==> src/rtl/disp_pkg.sv <==
// Shared definitions for the 7-segment display scan controller.
// Optional feature macro used by disp_scan_ctrl: DISP_LZB_EN (leading-zero blanking).
package disp_pkg;

  // Per-digit scan phases: dark gap, decoder settle, digit lit.
  typedef enum logic [1:0] {
    ST_BLANK = 2'd0,
    ST_SETUP = 2'd1,
    ST_SHOW  = 2'd2
  } scan_state_e;

  // Largest code the decoder renders as a real digit.
  localparam logic [3:0] BCD_MAX = 4'd9;

  // Anode-off pattern (common-anode, active-low selects); sliced to DIGITS.
  localparam logic [7:0] ANODE_OFF = 8'hFF;

  // Larger of two integers, used for sizing the phase timer.
  function automatic int max_int(input int a, input int b);
    return (a > b) ? a : b;
  endfunction

endpackage

==> src/rtl/disp_scan_ctrl_scan_timer.sv <==
// Loadable down-counter for the scan phases. tc_o is high while the count is
// zero, i.e. during the last cycle of a phase loaded with (length-1).
module scan_timer #(
  parameter int W = 8
) (
  input  logic         clk_i,
  input  logic         n_rst_i,
  input  logic         clr_i,
  input  logic         load_i,
  input  logic [W-1:0] load_val_i,
  output logic         tc_o
);

  logic [W-1:0] cnt;

  // Clear has priority over load; otherwise count down and stop at zero.
  always_ff @(posedge clk_i or negedge n_rst_i) begin
    if (!n_rst_i) begin
      cnt <= '0;
    end else if (clr_i) begin
      cnt <= '0;
    end else if (load_i) begin
      cnt <= load_val_i;
    end else if (cnt != '0) begin
      cnt <= cnt - 1'b1;
    end
  end

  assign tc_o = (cnt == '0);

endmodule

==> src/rtl/disp_scan_ctrl.sv <==
// Time-multiplexed scan controller for a DIGITS-wide common-anode 7-segment
// display sharing one registered (1-cycle) BCD decoder.
// Each digit slot is BLANK (GAP_CYC) -> SETUP (1) -> SHOW (ON_CYC). The code
// changes only when entering SETUP, so the decoder output is settled for the
// whole SHOW phase. Display data is double-buffered and swapped only at the
// frame boundary so a frame never mixes old and new values.
// Optional macro DISP_LZB_EN: blank leading zeros (digit 0 always shown).
// The timer is cleared on reset/disable, so the first gap after either is a
// single cycle; the display was already dark, so no ghosting can result.
module disp_scan_ctrl
  import disp_pkg::*;
#(
  parameter int DIGITS  = 4,
  parameter int ON_CYC  = 50000,
  parameter int GAP_CYC = 500
) (
  input  logic                  clk_i,
  input  logic                  n_rst_i,
  input  logic                  en_i,
  input  logic                  load_i,
  input  logic [4*DIGITS-1:0]   bcd_i,
  output logic [3:0]            dig_code_o,
  output logic [DIGITS-1:0]     dig_sel_o,
  output logic                  frame_done_o
);

  localparam int TW = $clog2(max_int(ON_CYC, GAP_CYC) + 1);
  localparam int IW = $clog2(DIGITS);

  localparam logic [TW-1:0]     ON_LOAD  = TW'(ON_CYC - 1);
  localparam logic [TW-1:0]     GAP_LOAD = TW'(GAP_CYC - 1);
  localparam logic [IW-1:0]     IDX_LAST = IW'(DIGITS - 1);
  localparam logic [DIGITS-1:0] SEL_OFF  = ANODE_OFF[DIGITS-1:0];

  scan_state_e         state;
  logic [IW-1:0]       idx;
  logic [4*DIGITS-1:0] active_buf;
  logic [4*DIGITS-1:0] pending_buf;
  logic                pending_flag;

  logic                tc;
  logic                t_clr;
  logic                t_load;
  logic [TW-1:0]       t_val;
  logic                frame_end;
  logic [3:0]          cur_digit;
  logic                digit_blank;

  // Phase timer shared by all three states.
  scan_timer #(.W(TW)) u_timer (
    .clk_i      (clk_i),
    .n_rst_i    (n_rst_i),
    .clr_i      (t_clr),
    .load_i     (t_load),
    .load_val_i (t_val),
    .tc_o       (tc)
  );

  // Last cycle of the SHOW phase of the highest digit: the frame boundary.
  assign frame_end = en_i && (state == ST_SHOW) && tc && (idx == IDX_LAST);

  // Select the active-buffer nibble for the current digit index.
  always_comb begin
    cur_digit = 4'd0;
    for (int i = 0; i < DIGITS; i++) begin
      if (IW'(i) == idx) cur_digit = active_buf[i*4 +: 4];
    end
  end

  // Decide at SETUP whether this digit stays dark (invalid code, or a leading zero).
  always_comb begin
    digit_blank = (cur_digit > BCD_MAX);
`ifdef DISP_LZB_EN
    begin
      logic nz_from_idx;
      nz_from_idx = 1'b0;
      for (int i = 0; i < DIGITS; i++) begin
        if ((IW'(i) >= idx) && (active_buf[i*4 +: 4] != 4'd0)) nz_from_idx = 1'b1;
      end
      if ((idx != '0) && !nz_from_idx) digit_blank = 1'b1;
    end
`endif
  end

  // Timer reload on every state change; cleared while disabled.
  always_comb begin
    t_clr  = !en_i;
    t_load = 1'b0;
    t_val  = '0;
    if (en_i) begin
      case (state)
        ST_BLANK: begin
          t_load = tc;
          t_val  = '0;
        end
        ST_SETUP: begin
          t_load = 1'b1;
          t_val  = ON_LOAD;
        end
        ST_SHOW: begin
          t_load = tc;
          t_val  = GAP_LOAD;
        end
        default: begin
          t_load = 1'b1;
          t_val  = '0;
        end
      endcase
    end
  end

  // Scan FSM with registered outputs aligned to the state they belong to.
  always_ff @(posedge clk_i or negedge n_rst_i) begin
    if (!n_rst_i) begin
      state        <= ST_BLANK;
      idx          <= '0;
      dig_code_o   <= 4'd0;
      dig_sel_o    <= SEL_OFF;
      frame_done_o <= 1'b0;
    end else begin
      frame_done_o <= 1'b0;
      if (!en_i) begin
        state     <= ST_BLANK;
        idx       <= '0;
        dig_sel_o <= SEL_OFF;
      end else begin
        case (state)
          ST_BLANK: begin
            if (tc) begin
              state      <= ST_SETUP;
              dig_code_o <= cur_digit;
            end
          end
          ST_SETUP: begin
            state     <= ST_SHOW;
            dig_sel_o <= digit_blank ? SEL_OFF : ~(DIGITS'(1) << idx);
          end
          ST_SHOW: begin
            if (tc) begin
              state        <= ST_BLANK;
              dig_sel_o    <= SEL_OFF;
              frame_done_o <= (idx == IDX_LAST);
              idx          <= (idx == IDX_LAST) ? '0 : idx + 1'b1;
            end
          end
          default: begin
            state     <= ST_BLANK;
            dig_sel_o <= SEL_OFF;
          end
        endcase
      end
    end
  end

  // Double buffer: loads land in pending; pending moves to active at the frame
  // boundary or at once while disabled. A load on the swap cycle goes direct.
  always_ff @(posedge clk_i or negedge n_rst_i) begin
    if (!n_rst_i) begin
      active_buf   <= '0;
      pending_buf  <= '0;
      pending_flag <= 1'b0;
    end else if (load_i) begin
      pending_buf <= bcd_i;
      if (frame_end || !en_i) begin
        active_buf   <= bcd_i;
        pending_flag <= 1'b0;
      end else begin
        pending_flag <= 1'b1;
      end
    end else if ((frame_end || !en_i) && pending_flag) begin
      active_buf   <= pending_buf;
      pending_flag <= 1'b0;
    end
  end

endmodule

==> config.mk <==
export PLATFORM = sky130hd
export DESIGN_NAME = disp_scan_ctrl
export DESIGN_NICKNAME = d
export VERILOG_FILES = /design/src/rtl/disp_pkg.sv /design/src/rtl/disp_scan_ctrl_scan_timer.sv /design/src/rtl/disp_scan_ctrl.sv
export SDC_FILE = /design/constraint.sdc
export NUM_CORES = 1
export LEC_CHECK = 0
export CAP_MARGIN = 20
export CORE_UTILIZATION = 61
export CTS_CLUSTER_SIZE = 25
export DETAILED_ROUTE_END_ITERATION = 10
export GPL_TIMING_DRIVEN = 0
export PLACE_DENSITY = 0.95
export SLEW_MARGIN = 15
export SYNTH_ARGS = -nofsm -noshare
export SYNTH_HDL_FRONTEND = slang
export SYNTH_SLANG_ARGS = --single-unit
==> constraint.sdc <==
create_clock -name clk_i -period 6.1 [get_ports clk_i]
set_clock_uncertainty 0.05 [all_clocks]
set_input_delay 0.915 -clock clk_i [delete_from_list [all_inputs] [get_ports clk_i]]
set_output_delay 0.915 -clock clk_i [all_outputs]
set_load 0.02 [all_outputs]
==> metrics, run 1 <==
clock buffer count from CTS 9; synth warn 0; Initial Util a little under two thirds; remaining antenna violation count 0; post-synthesis simple-gate area fraction between 10% and 20%; Rows 25; nets@finish 313; crit share post-route 40.5%; via/cell ratio roughly 6; total chip power around 1.5 mW; Power Density 409 mW/mm2; worst skew pair latency between 0.3 and 0.4 ns; CP Class reg2out; first-pass GRT wire length a little over 10000 um; clk slew on worst S/H paths approximately 0.06 ns; post-route DRC violation count 0; Post-Synth XOR/XNOR Area under 10%; gr busiest metal met2; GRT Total Usage 26.5%; number of enable flip-flop cells after synthesis 0; routability cong. about 0.85; CP top delay family buffers and inverters; final setup fails 0; I/O Pins 29; max incr delay on CP ~0.62 ns; share of layout cells above drive strength 1 between 20% and 30%; Max Clock Freq 0.405 GHz; Final min period between 2 and 2.5 ns; die area about 0.0053 mm2; largest net degree at the start of global routing between 60 and 70; TritonCTS clock tree done; Hold Path Depth 1; Hold Buf Count CTS 0; Async SR Flop Fraction between 90% and 100%; synth unique cells 42; relative slew slack 48.1%; RSZ-0062 raised after global routing no; Slowest-stage cell, CP clkdlybuf4s50_1; mux contribution to synthesized area between 10 and 15%; H-tree Lvls 3; final slew viol count 0; Slew @ Worst Pin ~0.8 ns; final WL roughly 6100 um; Startpoint Class register; max-cap viol count 0; Clock Tree Root clkbuf_8; PortBufs 26; syn avg cell area 12.4 um2; worst hold start pending_buf[3]$_DFFE_PN0P_; Lkg Pwr around 1.5 nW; Layout area overhead 17.4%; 1st-iter DRT viols 122; Tightest Hold Check Type reg2reg; Chip Height 72.6 um; largest family of logic cells by synthesized area multiplexers; top_reg_cell synth dfrtp_1; routed via count approximately 2100; Commonest cells post-synth dfrtp_1, mux2_2, a21oi_1, a211oi_1, nor2_1; setup TNS 0 ns; status complete, no violations; VDD IR-drop max ~210 uV; Critical Path RT 5.13 ns; Synth Area in Adders under 10%; met1 Use GR between 30% and 40%; Final Hold Vio Count 0; worst reg-to-reg path cell count 7; router iterations before antenna repair 6; Mapped Cells between 200 and 250; Seq/Total Area, Yosys about half; area leader, netlist dfrtp_1; worst r2r src state[0]$_DFFE_PN0P_; area of the mapped netlist about 0.0030 mm2; CTS resizes 0; WP depth 1; vias in the first global route 2071; pre-CTS WS approximately 3.4 ns; compound-cell area share of the yosys netlist between 10 and 15%; CP max FO 2; WP data arrival roughly 1.5 ns; top-count cell post-synth dfrtp_1; HPWL after DPL around 4300 um; post-CTS setup buffer count 0; Seq cells post-synth 62; Fill cells between 300 and 400; met3 usage 8.15%; worst setup path start dig_sel_o[1]$_DFFE_PN1P_; worst path cell trace clkdlybuf4s50_1; clk sinks 62; antenna violations before repair 0; met2 usage 40.8%; routed len/inst 17.3 um; diodes inserted 0; Worst Path Buf+Inv 1; DIE WIDTH 72.6 um; CTS Buffer Depth 2; Core Box Area approximately 0.0048 mm2; top cells by area, synth dfrtp_1, mux2_2, mux2_4; nature of the critical path endpoint primary output; Setup WS post-layout about 3.6 ns; Util after Layout 75.1%; Remaining Overflow, GRT 0; top cell type's share of synthesized area between 40% and 50%; Syn Nets approximately 280
[state kept, by name, indices dropped and copies added, names as in the netlist]
signal / flops
dig_code_o: 4
u_timer.cnt: 16
state: 2
pending_flag: 1
idx: 2
dig_sel_o: 4
pending_buf: 16
active_buf: 16
frame_done_o: 1
[layout by cell type (no fill, tap or decap), drive strengths merged, types with 4 or more instances in the layout]
| cell | instances |
|---|---|
| dfrtp | 58 |
| mux2 | 35 |
| clkdlybuf4s50 | 25 |
| clkbuf | 18 |
| a21oi | 15 |
| a211oi | 13 |
| nor2 | 12 |
| ha | 11 |
| inv | 9 |
| nand2 | 9 |
| xor2 | 9 |
| o21ai | 7 |
| nand3 | 7 |
| nand4 | 6 |
| clkinv | 5 |
| nand3b | 4 |
| a41oi | 4 |
| dfstp | 4 |
| buf | 4 |
[metrics by stage]
stage          std cells  hold WS, ns  area [um2]
2_1_floorplan        245        0.418        3040
3_3_place_gp         338        0.431        3380
3_5_place_dp         338        0.436        3380
4_1_cts              353        0.449        3570
5_1_grt              353        0.466        3570
6_report             353        0.444        3570
[layer usage]
layer / share of wire [%] / routed length, um
met4: 2.4 / 148
met1: 46 / 2810
met5: 0 / 0
met3: 4.6 / 283
met2: 47 / 2850
[cell families after synthesis]
logic type,Yosys count
flip-flops,62
AND/OR/NAND/NOR,56
AO/OA/AOI/OAI,50
multiplexers,35
buffers and inverters,21
adder cells (fa/ha/maj),11
XOR/XNOR,10
[final cells by class]
cell class                 count  area, um2  area share, %
buffer                        11       66.3           1.86
clock buffer                  10        138           3.86
clock inverter                 5       50.0           1.40
inverter                      10       37.5           1.05
multi-input combinational    162       1380           38.6
sequential                    62       1560           43.6
tap                           67       83.8           2.35
timing repair buffer          26        258           7.22
[worst paths after layout]
path | endpoint | slack, ns
setup / recovery | dig_sel_o[1] | 3.63
hold / removal | pending_buf[3]$_DFFE_PN0P_ | 0.44
setup reg to reg | active_buf[10]$_DFFE_PN0P_ | 3.86
hold reg to reg | pending_buf[3]$_DFFE_PN0P_ | 0.44
max in group asynchronous | pending_buf[7]$_DFFE_PN0P_ | 4.89
min in group asynchronous | u_timer.cnt[13]$_DFFE_PN0P_ | 0.58
[power by group]
group / switching (mW) / internal [mW]
clock: 0.156 / 0.194
combinational: 0.294 / 0.232
sequential: 0.0833 / 0.499
total: 0.534 / 0.926
Power figures use the tool's default switching activity.
==> inputs of run 2 (changes only) <==
- CORE_UTILIZATION: 61 -> 57
- PLACE_DENSITY: 0.95 -> 0.9
- clock period: 6.1 -> 2.4 ns (I/O delays scaled with it)
==> run 2 against run 1 <==
Utilization fell by 5.4 points. Flip-flop and latch count unchanged. Critical path depth is 6 higher. Die area increased by 6.8%. Routed wire length rose by 5.4%. Sequential share of layout area grew 0.12 points. Largest power group unchanged.
==> metrics, run 2 (synthesis gave the netlist of run 1 again) <==
status complete, no violations; nature of the critical path endpoint register; max incr delay on CP approximately 0.40 ns; Power Density 1020 mW/mm2; Clock Tree Root clkbuf_8; nets@finish roughly 310; Startpoint Class register; relative slew slack roughly half; biggest regs active_buf x16, pending_buf x16, u_timer.cnt x16; Post-DP Area 0.00338 mm2; Util after Layout between 60% and 70%; via/cell ratio roughly 5.9; Rows 26; post-CTS setup buffer count 0; CP top delay family simple AND/OR/NAND/NOR gates; WP data arrival 2.44 ns; HPWL after DPL ~4400 um; largest net degree at the start of global routing 63; max-cap viol count 0; Critical Path RT about 2.6 ns; clock buffer count from CTS 9; CTS resizes 0; vias in the first global route around 2100; Tightest Hold Check Type in2async; Worst Path Buf+Inv 2; Slew @ Worst Pin around 0.74 ns; Lkg Pwr around 1.5 nW; routability cong. ~0.84; DIE WIDTH 75.0 um; TritonCTS clock tree done; diodes inserted 0; routed len/inst approximately 18 um; Final Hold Vio Count 0; post-route cell area 0.00356 mm2; post-route DRC violation count 0; clk sinks 62; Remaining Overflow, GRT 0; CP max FO 10; Core Box Area approximately 0.005 mm2; clk slew on worst S/H paths about 0.060 ns; H-tree Lvls 3; commonest non-fill, non-tap cell in the layout dfrtp_1; Max Clock Freq ~0.44 GHz; worst skew pair latency 0.34 ns; VDD IR-drop max between 500 and 600 uV; Chip Height between 70 and 80 um; 1st-iter DRT viols approximately 160; pre-CTS WS approximately 0.17 ns; Slowest-stage cell, CP dfrtp_1; I/O Pins 29; final setup fails 0; Final min period approximately 2.3 ns; PortBufs 26; Layout area overhead 17.1%; routed via count around 2100; worst path cell trace inv_1 > ha_1 > and4bb_2 > nand4_4 > o22ai_4 > buf_12 > mux2_4; crit share post-route a little over nine tenths; remaining antenna violation count 0; Hold Buf Count CTS 0; Initial Util about three fifths; final slew viol count 0; die area 0.00563 mm2; first-pass GRT wire length 10400 um; RSZ-0062 raised after global routing no; leading cell types in the layout, fill and taps excluded dfrtp_1, mux2_2, clkdlybuf4s50_1, a21oi_1, a211oi_1; final WL between 6000 and 7000 um; Setup WS post-layout approximately 0.14 ns; antenna violations before repair 0; share of layout cells above drive strength 1 between 20% and 30%; CTS Buffer Depth 2; GRT Total Usage about a quarter; router iterations before antenna repair 5; CP Class reg2reg
## run 2: worst paths after layout
| path | from | to | slack, ns | depth (start not counted) |
|---|---|---|---|---|
| max | state[0]$_DFFE_PN0P_ | active_buf[7]$_DFFE_PN0P_ | 0.14 | 7 |
| min | n_rst_i | pending_buf[2]$_DFFE_PN0P_ | 0.04 | 1 |
| max reg2reg | state[0]$_DFFE_PN0P_ | active_buf[7]$_DFFE_PN0P_ | 0.14 | 7 |
| min reg2reg | pending_buf[14]$_DFFE_PN0P_ | pending_buf[14]$_DFFE_PN0P_ | 0.45 | 1 |
| max in group asynchronous | n_rst_i | u_timer.cnt[6]$_DFFE_PN0P_ | 1.77 | 1 |
| min in group clk_i | pending_buf[14]$_DFFE_PN0P_ | pending_buf[14]$_DFFE_PN0P_ | 0.45 | 1 |
## run 2: area by class of cell
type / instances / area, um2
Buffer: 11 / 66.3
Clock buffer: 13 / 169
Clock inverter: 1 / 5.00
Fill cell: 371 / 1550
Inverter: 10 / 37.5
Multi-Input combinational cell: 162 / 1380
Sequential cell: 62 / 1560
Tap cell: 70 / 87.6
Timing Repair Buffer: 26 / 258
## run 2: per-layer routing
| layer | share of wire [%] | wire, um | track usage (%) | vias up |
|---|---|---|---|---|
| li1 | - | - | - | 971 |
| met1 | 45 | 2900 | 34.8 | 1047 |
| met2 | 49 | 3130 | 41.2 | 68 |
| met3 | 4.5 | 286 | 4.28 | 11 |
| met4 | 1.6 | 104 | 12.6 | 0 |
| met5 | 0 | 0 | 0 | - |
## run 2: power breakdown
group	switching [mW]	internal (mW)
registers	0.214	1.27
logic	0.746	0.591
clock network	0.375	0.446
## run 2: through the flow
stage,hold WS (ns),TNS (ns),power [mW],cells
CTS,0.0643,0,3.64,355
detailed placement,0.437,0,2.81,341
finish,0.0351,0,3.64,355
global placement,0.429,-56.77,2.75,341
floorplan,0.0144,0,2.44,245
global route,0.0917,0,3.85,355
